<file path="config.mk">
export PLATFORM = sky130hd
export DESIGN_NAME = salamander_cpurom_server
export DESIGN_NICKNAME = d
export VERILOG_FILES = /design/src/rtl/salamander_pkg.sv /design/src/rtl/salamander_rom_tag_slot.sv /design/src/rtl/salamander_cpurom_server.sv
export SDC_FILE = /design/constraint.sdc
export NUM_CORES = 1
export LEC_CHECK = 0
export ABC_AREA = 1
export BUFFER_PORTS_ARGS = -buffer_cell sky130_fd_sc_hd__buf_2
export CAP_MARGIN = 30
export CORE_ASPECT_RATIO = 0.9
export CORE_MARGIN = 4
export CORE_UTILIZATION = 50
export CTS_CLUSTER_SIZE = 16
export DETAILED_ROUTE_END_ITERATION = 10
export GPL_ROUTABILITY_DRIVEN = 0
export PLACE_DENSITY = 0.76
export REMOVE_ABC_BUFFERS = 1
export SETUP_SLACK_MARGIN = 0.3
export SLEW_MARGIN = 20
export SYNTH_ARGS = -nofsm -noshare
export SYNTH_HDL_FRONTEND = slang
export SYNTH_SLANG_ARGS = --single-unit
export TNS_END_PERCENT = 10
</file>
<file path="constraint.sdc">
create_clock -name i_EMU_MCLK -period 2.4 [get_ports i_EMU_MCLK]
set_input_delay 0.72 -clock i_EMU_MCLK [delete_from_list [all_inputs] [get_ports i_EMU_MCLK]]
set_output_delay 0.72 -clock i_EMU_MCLK [all_outputs]
set_load 0.005 [all_outputs]
</file>
<file path="src/rtl/salamander_pkg.sv">
// Shared types and constants for the main-CPU ROM read server.
package salamander_pkg;

  typedef enum logic [1:0] {
    IDLE,
    WAIT_P,
    WAIT_D
  } fsm_state_t;

  localparam int PROG_AW    = 16;
  localparam int DATA_AW    = 17;
  localparam int ROM_DW     = 16;
  localparam int MEM_AW_DEF = 22;

  localparam logic [MEM_AW_DEF-1:0] PROG_BASE_DEF = 22'h000000;
  localparam logic [MEM_AW_DEF-1:0] DATA_BASE_DEF = 22'h010000;

endpackage

</file>
<file path="src/rtl/salamander_rom_tag_slot.sv">
// One-word tagged holding register for a single ROM read channel, with a
// per-channel overrun counter that runs while the channel is missing.
module salamander_rom_tag_slot
  import salamander_pkg::*;
#(
  parameter int AW      = 16,
  parameter int TIMEOUT = 6
) (
  input  logic              clk,
  input  logic              srst,
  input  logic              flush,
  input  logic              rdrq,
  input  logic [AW-1:0]     addr,
  input  logic              fill,
  input  logic              fill_stale,
  input  logic [AW-1:0]     fill_tag,
  input  logic [ROM_DW-1:0] fill_data,
  output logic [ROM_DW-1:0] data,
  output logic              hit,
  output logic              miss,
  output logic              late
);

  localparam int            CW      = $clog2(TIMEOUT + 2);
  localparam logic [CW-1:0] CNT_MAX = CW'(TIMEOUT + 1);

  logic [AW-1:0]     tag_reg;
  logic              tag_valid_reg;
  logic [ROM_DW-1:0] data_reg;
  logic [CW-1:0]     cnt_reg;

  assign hit  = rdrq & tag_valid_reg & (addr == tag_reg);
  assign miss = rdrq & ~hit;
  assign late = (cnt_reg == CNT_MAX);
  assign data = data_reg;

  // A stale fill still lands data and tag; only the valid bit is withheld.
  always_ff @(posedge clk) begin
    if (srst) begin
      tag_reg       <= '0;
      tag_valid_reg <= 1'b0;
      data_reg      <= '0;
    end else begin
      if (fill) begin
        data_reg <= fill_data;
        tag_reg  <= fill_tag;
      end
      if (flush)
        tag_valid_reg <= 1'b0;
      else if (fill)
        tag_valid_reg <= ~fill_stale;
    end
  end

  always_ff @(posedge clk) begin
    if (srst)
      cnt_reg <= '0;
    else if (!miss)
      cnt_reg <= '0;
    else if (cnt_reg != CNT_MAX)
      cnt_reg <= cnt_reg + 1'b1;
  end

endmodule

</file>
<file path="src/rtl/salamander_cpurom_server.sv">
// Program/data ROM responder: arbitrates two tagged channels onto one
// external memory read port, program channel first.
module salamander_cpurom_server
  import salamander_pkg::*;
#(
  parameter int                MEM_AW    = MEM_AW_DEF,
  parameter logic [MEM_AW-1:0] PROG_BASE = MEM_AW'(PROG_BASE_DEF),
  parameter logic [MEM_AW-1:0] DATA_BASE = MEM_AW'(DATA_BASE_DEF),
  parameter int                TIMEOUT   = 6
) (
  input  logic               i_EMU_MCLK,
  input  logic               i_EMU_RST,
  input  logic               i_FLUSH,
  input  logic [PROG_AW-1:0] i_PROGROM_ADDR,
  input  logic               i_PROGROM_RDRQ,
  output logic [ROM_DW-1:0]  o_PROGROM_DATA,
  output logic               o_PROGROM_VALID,
  input  logic [DATA_AW-1:0] i_DATAROM_ADDR,
  input  logic               i_DATAROM_RDRQ,
  output logic [ROM_DW-1:0]  o_DATAROM_DATA,
  output logic               o_DATAROM_VALID,
  output logic [MEM_AW-1:0]  o_MEM_ADDR,
  output logic               o_MEM_RD,
  input  logic               i_MEM_ACK,
  input  logic [ROM_DW-1:0]  i_MEM_DATA,
  output logic               o_LATE
);

  fsm_state_t         state_reg;
  logic [DATA_AW-1:0] ftag_reg;
  logic [MEM_AW-1:0]  mem_addr_reg;
  logic               mem_rd_reg;
  logic               flush_pending_reg;
  logic               late_reg;

  logic p_miss, d_miss, p_late, d_late;
  logic fill_p, fill_d, fill_stale;

  assign fill_p     = (state_reg == WAIT_P) & i_MEM_ACK;
  assign fill_d     = (state_reg == WAIT_D) & i_MEM_ACK;
  assign fill_stale = flush_pending_reg | i_FLUSH;

  salamander_rom_tag_slot #(.AW(PROG_AW), .TIMEOUT(TIMEOUT)) u_prog_slot (
    .clk        (i_EMU_MCLK),
    .srst       (i_EMU_RST),
    .flush      (i_FLUSH),
    .rdrq       (i_PROGROM_RDRQ),
    .addr       (i_PROGROM_ADDR),
    .fill       (fill_p),
    .fill_stale (fill_stale),
    .fill_tag   (ftag_reg[PROG_AW-1:0]),
    .fill_data  (i_MEM_DATA),
    .data       (o_PROGROM_DATA),
    .hit        (o_PROGROM_VALID),
    .miss       (p_miss),
    .late       (p_late)
  );

  salamander_rom_tag_slot #(.AW(DATA_AW), .TIMEOUT(TIMEOUT)) u_data_slot (
    .clk        (i_EMU_MCLK),
    .srst       (i_EMU_RST),
    .flush      (i_FLUSH),
    .rdrq       (i_DATAROM_RDRQ),
    .addr       (i_DATAROM_ADDR),
    .fill       (fill_d),
    .fill_stale (fill_stale),
    .fill_tag   (ftag_reg),
    .fill_data  (i_MEM_DATA),
    .data       (o_DATAROM_DATA),
    .hit        (o_DATAROM_VALID),
    .miss       (d_miss),
    .late       (d_late)
  );

  assign o_MEM_ADDR = mem_addr_reg;
  assign o_MEM_RD   = mem_rd_reg;
  assign o_LATE     = late_reg;

  always_ff @(posedge i_EMU_MCLK) begin
    if (i_EMU_RST) begin
      state_reg         <= IDLE;
      ftag_reg          <= '0;
      mem_addr_reg      <= '0;
      mem_rd_reg        <= 1'b0;
      flush_pending_reg <= 1'b0;
      late_reg          <= 1'b0;
    end else begin
      if (p_late || d_late)
        late_reg <= 1'b1;

      // A flush during a fetch poisons only that fetch's fill.
      if (state_reg != IDLE) begin
        if (i_MEM_ACK)
          flush_pending_reg <= 1'b0;
        else if (i_FLUSH)
          flush_pending_reg <= 1'b1;
      end

      case (state_reg)
        IDLE: begin
          if (p_miss) begin
            ftag_reg     <= {1'b0, i_PROGROM_ADDR};
            mem_addr_reg <= PROG_BASE + MEM_AW'(i_PROGROM_ADDR);
            mem_rd_reg   <= 1'b1;
            state_reg    <= WAIT_P;
          end else if (d_miss) begin
            ftag_reg     <= i_DATAROM_ADDR;
            mem_addr_reg <= DATA_BASE + MEM_AW'(i_DATAROM_ADDR);
            mem_rd_reg   <= 1'b1;
            state_reg    <= WAIT_D;
          end
        end
        WAIT_P, WAIT_D: begin
          if (i_MEM_ACK) begin
            mem_rd_reg <= 1'b0;
            state_reg  <= IDLE;
          end
        end
        default: begin
          mem_rd_reg <= 1'b0;
          state_reg  <= IDLE;
        end
      endcase
    end
  end

endmodule

</file>
After elaboration in Yosys (flattened, before gate mapping)
Index checks and enable logic that the tools add are counted.
{"block": "word_totals", "register_bits": 117, "inputBits": 55, "out_inout_bits": 58, "wordCells": 67}
{"block": "classes", "addsub": 3, "n_eq_ne": 10, "muxes": 14, "bitwise": 14, "n_reduce_logical": 12}
{"op": "2-to-1 mux 22 bit", "count": 2}
{"op": "2-to-1 mux 17 bit", "count": 2}
{"op": "adder 17 x 17 -> 18 bit (first input constant)", "count": 1}
{"op": "equality test 17 bit", "count": 1}
{"op": "equality test 16 bit", "count": 1}
{"op": "inequality test 3 bit (second input constant)", "count": 3}
{"op": "bitwise AND 1 bit", "count": 8}
{"op": "OR reduction 2 bit", "count": 4}
{"op": "adder 3 x 1 -> 3 bit (second input constant)", "count": 2}
{"op": "equality test 3 bit (second input constant)", "count": 2}
{"op": "2-to-1 mux 2 bit", "count": 3}
{"op": "AND reduction 2 bit", "count": 3}
{"op": "nonzero test 2 bit", "count": 3}
{"op": "2-to-1 mux 1 bit", "count": 5}
{"op": "inverter 1 bit", "count": 5}
{"op": "one-hot mux 2 bit (2 select lines)", "count": 1}
{"op": "equality test 2 x 1 -> 1 bit (second input constant)", "count": 1}
{"op": "equality test 2 bit (second input constant)", "count": 1}
{"op": "zero test 2 bit", "count": 1}
{"op": "inequality test 2 bit (second input constant)", "count": 1}
{"op": "one-hot mux 1 bit (2 select lines)", "count": 1}
{"op": "logical OR 1 bit", "count": 1}
{"op": "OR 1 bit", "count": 1}

Logic depth before layout (Yosys ltp)
{"block": "depth", "word_depth": 7, "ltp_mapped": 14, "mapped_depth_nobuf": 13}

Hierarchy
A second synthesis with hierarchy kept.
{"block": "hier_totals", "cells_unflattened": 679, "area_unflattened_um2": 4594.4}
{"module": "salamander_rom_tag_slot (u_data_slot)", "instances": 1, "cells_each": 266, "area_per_inst_um2": 1793.0, "seq_area_each_um2": 740.7}
{"module": "salamander_rom_tag_slot (u_prog_slot)", "instances": 1, "cells_each": 238, "area_per_inst_um2": 1637.8, "seq_area_each_um2": 720.7}
{"module": "salamander_cpurom_server", "instances": 1, "cells_each": 175, "area_per_inst_um2": 1163.6, "seq_area_each_um2": 460.4}

Worst setup path after synthesis
Ideal clock, no wire load.
{"block": "synth_path", "kind": "input to output", "from": "input port i_PROGROM_ADDR[14]", "to": "output port o_PROGROM_VALID", "arrival_time_ns": 1.407, "slack_ns": 0.273, "path_stages": 6, "n_path_buf": 0, "path_cell_list": "inv_1 -> nand2_1 -> nand2_1 -> nor4_1 -> nand3_1 -> nor4_1"}
{"block": "synth_between", "elab_chain_len": 2}
{"item": "start: declaration", "line_no": "salamander_cpurom_server.sv:14", "text": "input logic [PROG_AW-1:0] i_PROGROM_ADDR,"}
{"item": "equality test 16 bit", "line_no": "salamander_rom_tag_slot.sv:32", "text": "assign hit = rdrq & tag_valid_reg & (addr == tag_reg);"}
{"item": "bitwise AND 1 bit", "line_no": "salamander_rom_tag_slot.sv:32"}
{"item": "end: declaration", "line_no": "salamander_cpurom_server.sv:17", "text": "output logic o_PROGROM_VALID,"}
No other way between the ends.

Worst setup path in the final report
{"block": "layout_path", "from": "input port i_PROGROM_ADDR[4]", "to": "output port o_PROGROM_VALID"}
Same word-level chain as after synthesis.

==> impl_metrics.toml <==
[logic_synthesis]
post-synth-top-area-cell = "dfxtp_1"
syn_area_per_cell_um2 = 6.78
synth.distinct_cells = 32
synth_seq_area_share = 0.427
synth_edf_count = 0
synth_area_um2 = 4500
synth_top_cells_by_area = "dfxtp_1, nor2_1, o21ai_0, nand2_1, a21oi_1"
ys_async_sr_fraction = 0
yosys_register_bits = 96
ys.warnings.count = 0
top_area_cell_type_share_of_the_netlist_area = 0.427
ys_dominant_reg_cell = "dfxtp_1"
synthesis.instances = 664

[run_status]
failed_checks = "negative setup slack"
run_status = "finished, violations left"

[clock_tree]
total_number_of_h_tree_levels = 3
cts_inserted_buffers = 9
clk_pin_slew_ps = 100
cts_root_buffer = "clkbuf_8"
cts-hold-fix-buffers = 0
clock_tree_from_tritoncts = "built"
cts_max_path_buffers = 2
cts.sinks = 96
clkLatencyLatePin_ps = 360
post_cts_buffers = 0

[routing]
drt_pass1_iterations = 5
routed_wirelength_um = 12600
vias = 4597
wire_per_inst_um = 13.9
route.antenna.remaining_nets = 0
avgViaCountPerCell = 5.08
remaining_drc_errors = 0
drt_iter0_markers = 273

[layout]
areaGrowthSynthToFinish_pct = 22.7
final_layout_net_count = 843
antenna_cells = 0
flip_flop_count_of_the_largest_register_after_layout = 17
final_layout_size_suffix_gt1_frac = 0.225

[worst_setup_path]
worstPathArrival_ps = 1760
worstPathRequired_ps = 1680
cp_max_stage_delay_ps = 200
cpMostUsedCell = "buf_2"
cp_cell_sequence = "buf_2, xnor2_1, buf_4, nor3b_2, nand3_1, nor4_2, buf_2"
worstSetupPathType = "in -> out"
crit_path_end_kind = "output port"
cp_max_fo = 2
setup.worst_path.start_class = "input pin"
critical_path.slowest_cell = "nor4_2"

[die]
fp-row-count = 32
die-height_um = 98.0
initial_standard_cell_utilization_of_the_core = 0.518
core_area_um2 = 8690
die_width_um = 108
ioPinCount = 113
design.die.area_um2 = 10600

[timing]
upper_clock_frequency_limit_mhz = 403
timing.max_slew.rel_slack = 0.565
setup_ws_ps = -79.6
hold_slack_ps = 464
rsz0062_at_grt = "true"
report.final.slew_viol_count = 0
min_period_over_period = 1.03
final_hold_viol_count = 0
period_needed_ps = 2480
setup_skew_ps = 11.0
setup_violations = 2
tightestPinTransition_ps = 651

[min_path]
hold_path_class = "reg -> reg"

[global_routing]
gr-total-overflow = 0
grt_max_degree = 84
grtUsageTotal = 0.238
antenna_violations_before_repair = 0
groute.layer.met1.usage = 0.302
grt_pass1_wl_um = 20300
grt_use_met3 = 0.0502
globalRoute.busiestLayer = "met2"
grt_pass1_vias = 4412
groute.layer.met2.usage = 0.404

[placement]
place_worst_setup_slack_ps = -124
placement.io_buffers = 108
detailedPlacementHpwl_um = 9250

[power_and_ir_drop]
power.ir.vdd_worst_uv = 385
power.density_nw_per_um2 = 631
power_leakage_uw = 0.00262

[job]
drv_cap = 0
## metrics by stage
step | setup TNS [ps] | total power [uW] | cell area, um^2 | std cells | utilization
6_report | -132 | 3490 | 5520 | 905 | 0.636
5_1_grt | -346 | 3660 | 5520 | 905 | 0.636
4_1_cts | -126 | 3490 | 5480 | 905 | 0.631
3_5_place_dp | -218 | 2410 | 5260 | 889 | 0.606
3_3_place_gp | -190 | 2390 | 5260 | 889 | 0.606
2_1_floorplan | 0 | 2120 | 4330 | 632 | -
## Yosys cell counts, types with 4 or more instances
library cell  count
ha_1              7
clkbuf_1         23
o21ai_1          14
nand2_1         114
buf_4             7
o21ai_0          86
nand2_2           4
dfxtp_1          96
a21oi_1          56
nand4_1          10
nand3_1          11
inv_1            74
nor2_1          130
## layout make-up
class | count | area, um^2
repair buffers | 138 | 787
flip-flops and latches | 96 | 1920
clock inverters | 4 | 52.6
fillers | 799 | 3170
clock buffers | 12 | 155
multi-input cells | 458 | 2160
well taps | 119 | 149
inverters | 78 | 293
## power breakdown
part           switching, uW  total [uW]  internal (uW)
Clock                    560        1100            539
Combinational            370         622            251
Sequential              70.6        1760           1690
Total                   1000        3490           2480
## layer usage
metal / share of wire / vias up
li1: - / 2340
met1: 0.43 / 2076
met2: 0.48 / 157
met3: 0.064 / 24
met4: 0.018 / 0
met5: 0 / -
## cells in the final DEF, fill, tap and decap left out, types with 2 or more instances in the layout
| master | n |
|---|---|
| nand2_4 | 2 |
| xor2_1 | 2 |
| dfxtp_1 | 96 |
| a21oi_2 | 2 |
| clkinvlp_4 | 3 |
| clkbuf_8 | 11 |
| inv_1 | 72 |
| o21ai_0 | 86 |
| nor4_2 | 3 |
| buf_4 | 30 |
| nor3b_1 | 2 |
| a21oi_1 | 56 |
| nand2_2 | 9 |
| nand3_1 | 11 |
| conb_1 | 4 |
| ha_1 | 7 |
| inv_2 | 4 |
| nor2_1 | 129 |
| buf_2 | 106 |
| xnor2_1 | 3 |
| clkinv_1 | 2 |
| nand4_1 | 10 |
| nand2_1 | 109 |
| o21ai_1 | 14 |
## final timing paths
kind	from	end	slack, ps	cells after the start
worst min register to register	u_prog_slot.tag_reg[3]	u_prog_slot.tag_reg[3]	460	2
worst min-delay path	u_prog_slot.tag_reg[3]	u_prog_slot.tag_reg[3]	460	2
worst max register to register	u_prog_slot.tag_reg[12]	state_reg[1]	530	14
worst max-delay path	i_PROGROM_ADDR[4]	o_PROGROM_VALID	-80	7
## cells by family after synthesis
kind of cell | synth area share
DFF | 0.427
buffers and inverters | 0.104
adders and majority gates | 0.0195
xor gates and xnor gates | 0.00973
other | 0.000833
AOI/OAI and AO/OA | 0.183
and+or+nand+nor | 0.256
## worst max-delay path, delay by kind of cell
kind                      cells  cell delay (ps)
xor gates and xnor gates      1              150
buffers and inverters         3              440
and+or+nand+nor               3              460
## repair_timing
item                                    4_1_cts  5_1_grt
endpoints found under the setup margin        2        2
resized for setup                             3       12
pin swaps                                     0        4
Power figures use the tool's default switching activity.
